<file path="src/rtl/alu_issue.sv">
// Single-issue front end for an external multi-cycle ALU: decodes one instruction
// at a time, reads the 8x16 register file, hands operands to the ALU and writes back.
module alu_issue #(
  parameter int TIMEOUT = 15
) (
  input  logic        clk,
  input  logic        rst_n,
  input  logic        instr_valid,
  output logic        instr_ready,
  input  logic [15:0] instr,
  output logic [15:0] alu_a,
  output logic [15:0] alu_b,
  output logic [4:0]  alu_op,
  output logic        alu_start,
  input  logic        alu_done,
  input  logic [15:0] alu_y,
  input  logic        alu_carry,
  input  logic        alu_ov,
  input  logic [2:0]  dbg_addr,
  output logic [15:0] dbg_data,
  output logic        flag_c,
  output logic        flag_v,
  output logic        flag_z,
  output logic        busy,
  output logic        err_illegal,
  output logic        err_timeout
);

  localparam logic [2:0] S_IDLE  = 3'd0;
  localparam logic [2:0] S_READ  = 3'd1;
  localparam logic [2:0] S_ISSUE = 3'd2;
  localparam logic [2:0] S_WAIT  = 3'd3;
  localparam logic [2:0] S_WB    = 3'd4;

  logic [2:0]  r_state;
  logic [15:0] r_instr;
  logic [15:0] r_alu_a;
  logic [15:0] r_alu_b;
  logic [4:0]  r_alu_op;
  logic        r_alu_start;
  logic [7:0]  r_wait_cnt;
  logic [15:0] r_result;
  logic        r_res_c;
  logic        r_res_v;
  logic        r_flag_c;
  logic        r_flag_v;
  logic        r_flag_z;

  logic [3:0]  w_opcode;
  logic [2:0]  w_rd;
  logic [2:0]  w_rs1;
  logic [2:0]  w_rs2;
  logic        w_signed;
  logic [8:0]  w_imm;
  logic        w_illegal;
  logic        w_is_ldi;
  logic        w_b_zero;
  logic        w_upd_c;
  logic        w_upd_v;
  logic        w_wait_expired;
  logic        w_wr_en;
  logic [15:0] w_rf [0:7];

  assign w_opcode = r_instr[15:12];
  assign w_rd     = r_instr[11:9];
  assign w_rs1    = r_instr[8:6];
  assign w_rs2    = r_instr[5:3];
  assign w_signed = r_instr[2];
  assign w_imm    = r_instr[8:0];

  assign w_illegal = (w_opcode == 4'd6) || (w_opcode >= 4'd12);
  assign w_is_ldi  = (w_opcode == 4'd11);
  assign w_b_zero  = (w_opcode == 4'd4) || (w_opcode == 4'd7) || (w_opcode == 4'd8);
  assign w_upd_c   = (w_opcode == 4'd0) || (w_opcode == 4'd1) ||
                     (w_opcode == 4'd7) || (w_opcode == 4'd8);
  assign w_upd_v   = (w_opcode == 4'd0) || (w_opcode == 4'd1);

  // The last permitted WAIT cycle; a done arriving in that same cycle still wins.
  assign w_wait_expired = (r_wait_cnt == 8'(TIMEOUT - 1));
  assign w_wr_en        = (r_state == S_WB);

  // r0 is hard-wired to zero; only r1..r7 have storage.
  assign w_rf[0] = '0;

  genvar gi;
  generate
    for (gi = 1; gi < 8; gi++) begin : g_rf
      logic [15:0] r_q;
      always_ff @(posedge clk or negedge rst_n) begin
        if (!rst_n) begin
          r_q <= '0;
        end else if (w_wr_en && (w_rd == 3'(gi))) begin
          r_q <= r_result;
        end
      end
      assign w_rf[gi] = r_q;
    end
  endgenerate

  always_ff @(posedge clk or negedge rst_n) begin
    if (!rst_n) begin
      r_state     <= S_IDLE;
      r_instr     <= '0;
      r_alu_a     <= '0;
      r_alu_b     <= '0;
      r_alu_op    <= '0;
      r_alu_start <= 1'b0;
      r_wait_cnt  <= '0;
      r_result    <= '0;
      r_res_c     <= 1'b0;
      r_res_v     <= 1'b0;
      r_flag_c    <= 1'b0;
      r_flag_v    <= 1'b0;
      r_flag_z    <= 1'b0;
    end else begin
      case (r_state)
        S_IDLE: begin
          if (instr_valid) begin
            r_instr <= instr;
            r_state <= S_READ;
          end
        end
        S_READ: begin
          if (w_illegal) begin
            r_state <= S_IDLE;
          end else if (w_is_ldi) begin
            r_result <= {7'b0, w_imm};
            r_state  <= S_WB;
          end else begin
            r_alu_a     <= w_rf[w_rs1];
            r_alu_b     <= w_b_zero ? 16'd0 : w_rf[w_rs2];
            r_alu_op    <= {w_signed, w_opcode};
            r_alu_start <= 1'b1;
            r_state     <= S_ISSUE;
          end
        end
        S_ISSUE: begin
          r_alu_start <= 1'b0;
          r_wait_cnt  <= '0;
          r_state     <= S_WAIT;
        end
        S_WAIT: begin
          if (alu_done) begin
            r_result <= alu_y;
            r_res_c  <= alu_carry;
            r_res_v  <= alu_ov;
            r_state  <= S_WB;
          end else if (w_wait_expired) begin
            r_state <= S_IDLE;
          end else begin
            r_wait_cnt <= r_wait_cnt + 8'd1;
          end
        end
        S_WB: begin
          // LDI never matches the C/V opcode sets, so it only touches Z.
          r_flag_z <= (r_result == 16'd0);
          if (w_upd_c) r_flag_c <= r_res_c;
          if (w_upd_v) r_flag_v <= r_res_v;
          r_state <= S_IDLE;
        end
        default: r_state <= S_IDLE;
      endcase
    end
  end

  assign instr_ready = (r_state == S_IDLE);
  assign busy        = (r_state != S_IDLE);
  assign alu_a       = r_alu_a;
  assign alu_b       = r_alu_b;
  assign alu_op      = r_alu_op;
  assign alu_start   = r_alu_start;
  assign flag_c      = r_flag_c;
  assign flag_v      = r_flag_v;
  assign flag_z      = r_flag_z;
  assign dbg_data    = w_rf[dbg_addr];
  assign err_illegal = (r_state == S_READ) && w_illegal;
  assign err_timeout = (r_state == S_WAIT) && !alu_done && w_wait_expired;

endmodule

</file>
<file path="config.mk">
export PLATFORM = sky130hd
export DESIGN_NAME = alu_issue
export DESIGN_NICKNAME = d
export VERILOG_FILES = /design/src/rtl/alu_issue.sv
export SDC_FILE = /design/constraint.sdc
export NUM_CORES = 1
export LEC_CHECK = 0
export CAP_MARGIN = 10
export CELL_PAD_IN_SITES_DETAIL_PLACEMENT = 0
export CELL_PAD_IN_SITES_GLOBAL_PLACEMENT = 1
export CORE_MARGIN = 5
export CORE_UTILIZATION = 43
export DETAILED_ROUTE_END_ITERATION = 10
export PLACE_DENSITY_LB_ADDON = 0.25
export SETUP_SLACK_MARGIN = 0.15
export SLEW_MARGIN = 20
export SYNTH_ARGS = -nofsm -noshare
export SYNTH_HDL_FRONTEND = slang
export SYNTH_SLANG_ARGS = --single-unit
export TNS_END_PERCENT = 30
</file>
<file path="constraint.sdc">
create_clock -name clk -period 1.9 [get_ports clk]
set_input_delay 0.19 -clock clk [delete_from_list [all_inputs] [get_ports clk]]
set_output_delay 0.19 -clock clk [all_outputs]
set_load 0.005 [all_outputs]
</file>
==> metrics.cfg <==
[run]
max-cap-violations = 0

[sta]
period_share_pct = 100
worst_slack_ps = -6.45
hold_viol = 0
slew_violations = 0
timing.final.setup_violations = 5
fmax_ghz = 0.525
period_minus_slack_ps = 1910
fin_skew_ps = 11.9
rsz0062_at_grt = true
worst_pin_slew_ps = 512
slew_headroom_pct = 65.9
whs_ps = 274

[synth]
synth_top_area_share_pct = 46.5
ys_ff_latch = 198
ys_top_cells_by_count = dfrtp_1, mux2_2, nand2_1
synthArstFlopShare_pct = 100
synth.most_common_cell = dfrtp_1
syn_nets = 909
avgSynthCellArea_sq_um = 12.3
yosysTopAreaCell = dfrtp_1
synth-edff-count = 0
synthTopCellsByArea = dfrtp_1, mux2_2, mux4_2
yosysSeqAreaShare_pct = 46.5
synth_cell_types = 59
synth_area_sq_um = 10700
netlist_instances = 866
synthFlopType = dfrtp_1
yosysWarnings = 0

[finish]
diodes = 0
fill_cells = 2082
areaGrowthSynthToFinish_pct = 33.8
drive_above_1_share_pct = 47.7
nets = 1140
ff_latch_area_sq_um = 4960
multi_input_area_sq_um = 5500
final_area_sq_um = 14300
fin_util_pct = 58.5

[clock_network]
htreeDepth = 4
clk_pin_slew_ps = 80
clock-sinks = 198
clockBufferDepth = 2
cts_buffers = 17
cts_tree = yes
clk_latency_ps = 440
cts_root_buffer = clkbuf_16

[place]
io_buffers = 101
hpwl_um = 20700
gp_congestion = 0.810
placed_area_sq_um = 12700

[route]
drt_iter0_drc = 638
drt-total-wl_um = 32100
ant_nets = 0
drt-vias-per-instance = 5.79
via_count = 8301
dr.pass1.iters = 5
wl_per_cell_um = 22.4
drcViolationCount = 0

[critical_path]
cp_max_fo = 10
arrival_ps = 2230
worst-setup-path-type = reg -> reg
endpoint_kind = flop
startpoint_type = flop
slowest_delay_ps = 410
path_cells = buf_6 -> or3b_4 -> buf_4 -> nor2_4 -> nand2_2 -> buf_12 -> mux2_4
r2r_start = r_state[2]$_DFFE_PN0P_
reg2reg_depth = 7
cp.required_ps = 2230
ff2ff_setup_slack_ps = -6
slowest_stage = dfrtp_1
r2r_end = g_rf[1].r_q[6]$_DFFE_PN0P_

[grt]
grt_usage_pct = 22.9
grt_pass1_wl_um = 50200
overflow = 0
first_global_vias = 8418
antenna_found_initial = 2
grt_max_degree = 50

[floorplan]
die_height_um = 167
dieWidth_um = 167
core_sq_um = 24400
num_rows = 57
ioPinCount = 102
start_util_pct = 43.7
die_area_sq_um = 28000

[outcome]
outcome = finished, violations left
violations = setup timing

[power]
leakagePower_uw = 0.00662
ir_worst_vdd_v = 0.000634
total_power_uw = 21300
power.density_nw_per_um2 = 1500

[min_path]
hp-class = in -> async

## report_power, final
group	leakage [uW]	internal, uW	switching (uW)
Combinational	0.00370	5720	4650
Sequential	0.00263	5710	1620
Clock	0.000289	1870	1760
## critical path: cells and delay by family, from the launching register on
kind / cells / cell delay [ps]
DFF: 1 / 410
buffers and inverters: 3 / 460
muxes: 1 / 300
and+or+nand+nor: 3 / 620
## through the flow
step / setup slack, ps / TNS, ps / cells
floorplan: -22.5 / -225 / 866
global placement: -480 / -9610 / 1304
detailed placement: -506 / -7850 / 1304
CTS: 2.84 / 0 / 1428
global route: -63.0 / -1440 / 1434
finish: -6.45 / -16.8 / 1434
## registers in the layout, indices dropped and copies added (netlist names), 3 cells and up
name and cells:
r_wait_cnt 8, r_state 3, alu_op 5, alu_b 16, alu_a 16, r_instr 16, r_result 16, g_rf.r_q 112
## routing by layer
layer | share of wire, % | track usage, % | wire [um] | vias to the layer above
met5 | 0.084 | 0 | 27 | -
met4 | 1.7 | 6.18 | 538 | 4
met3 | 6.3 | 3.98 | 2020 | 46
met2 | 47 | 35.9 | 15100 | 304
met1 | 45 | 33.1 | 14500 | 4236
li1 | - | - | - | 3711
## worst max-delay path by stage
stage,to,startpoint
2_1_floorplan,g_rf[3].r_q[10]$_DFFE_PN0P_,r_state[0]$_DFFE_PN0P_
3_3_place_gp,dbg_data[12],dbg_addr[1]
3_5_place_dp,dbg_data[12],dbg_addr[1]
4_1_cts,dbg_data[7],g_rf[4].r_q[7]$_DFFE_PN0P_
5_1_grt,g_rf[1].r_q[15]$_DFFE_PN0P_,r_state[2]$_DFFE_PN0P_
6_report,g_rf[1].r_q[6]$_DFFE_PN0P_,r_state[2]$_DFFE_PN0P_
## placed cells by master, fill, tap and decap left out, types with 21 or more instances in the layout
| cell type | Yosys | routed |
|---|---|---|
| mux2_2 | 138 | 130 |
| mux4_2 | 33 | 33 |
| nand2_1 | 69 | 68 |
| mux2_4 | 40 | 48 |
| o21ai_0 | 23 | 21 |
| a221oi_1 | 45 | 29 |
| mux2i_1 | 34 | 34 |
| buf_12 | 1 | 25 |
| dfrtp_1 | 198 | 196 |
| buf_4 | 5 | 161 |
| clkdlybuf4s50_1 | 0 | 78 |
## timing repair
action | CTS | global route
setup endpoints to repair | 151 | 146
hold buffers | 1 | 0
gates resized for setup | 128 | 40
pin swaps | 20 | 21
hold endpoints to repair | 42 | 0
setup buffers | 90 | 6
cloned | 1 | 0
## cell type report
| type | instances | share of cell area [%] |
|---|---|---|
| multi-input combinational | 562 | 38.6 |
| sequential | 198 | 34.7 |
| timing repair buffer | 297 | 19.2 |
| clock buffer | 17 | 2.98 |
| tap | 324 | 2.84 |
| clock inverter | 15 | 1.13 |
| inverter | 21 | 0.552 |
## kinds of logic after synthesis
family | share of synthesized area, %
AO/OA/AOI/OAI | 10.4
adder cells (fa/ha/maj) | 0.235
buffers and inverters | 4.76
flip-flops | 46.5
multiplexers | 30.4
AND/OR/NAND/NOR | 7.72
(Power assumes the default switching activity.)
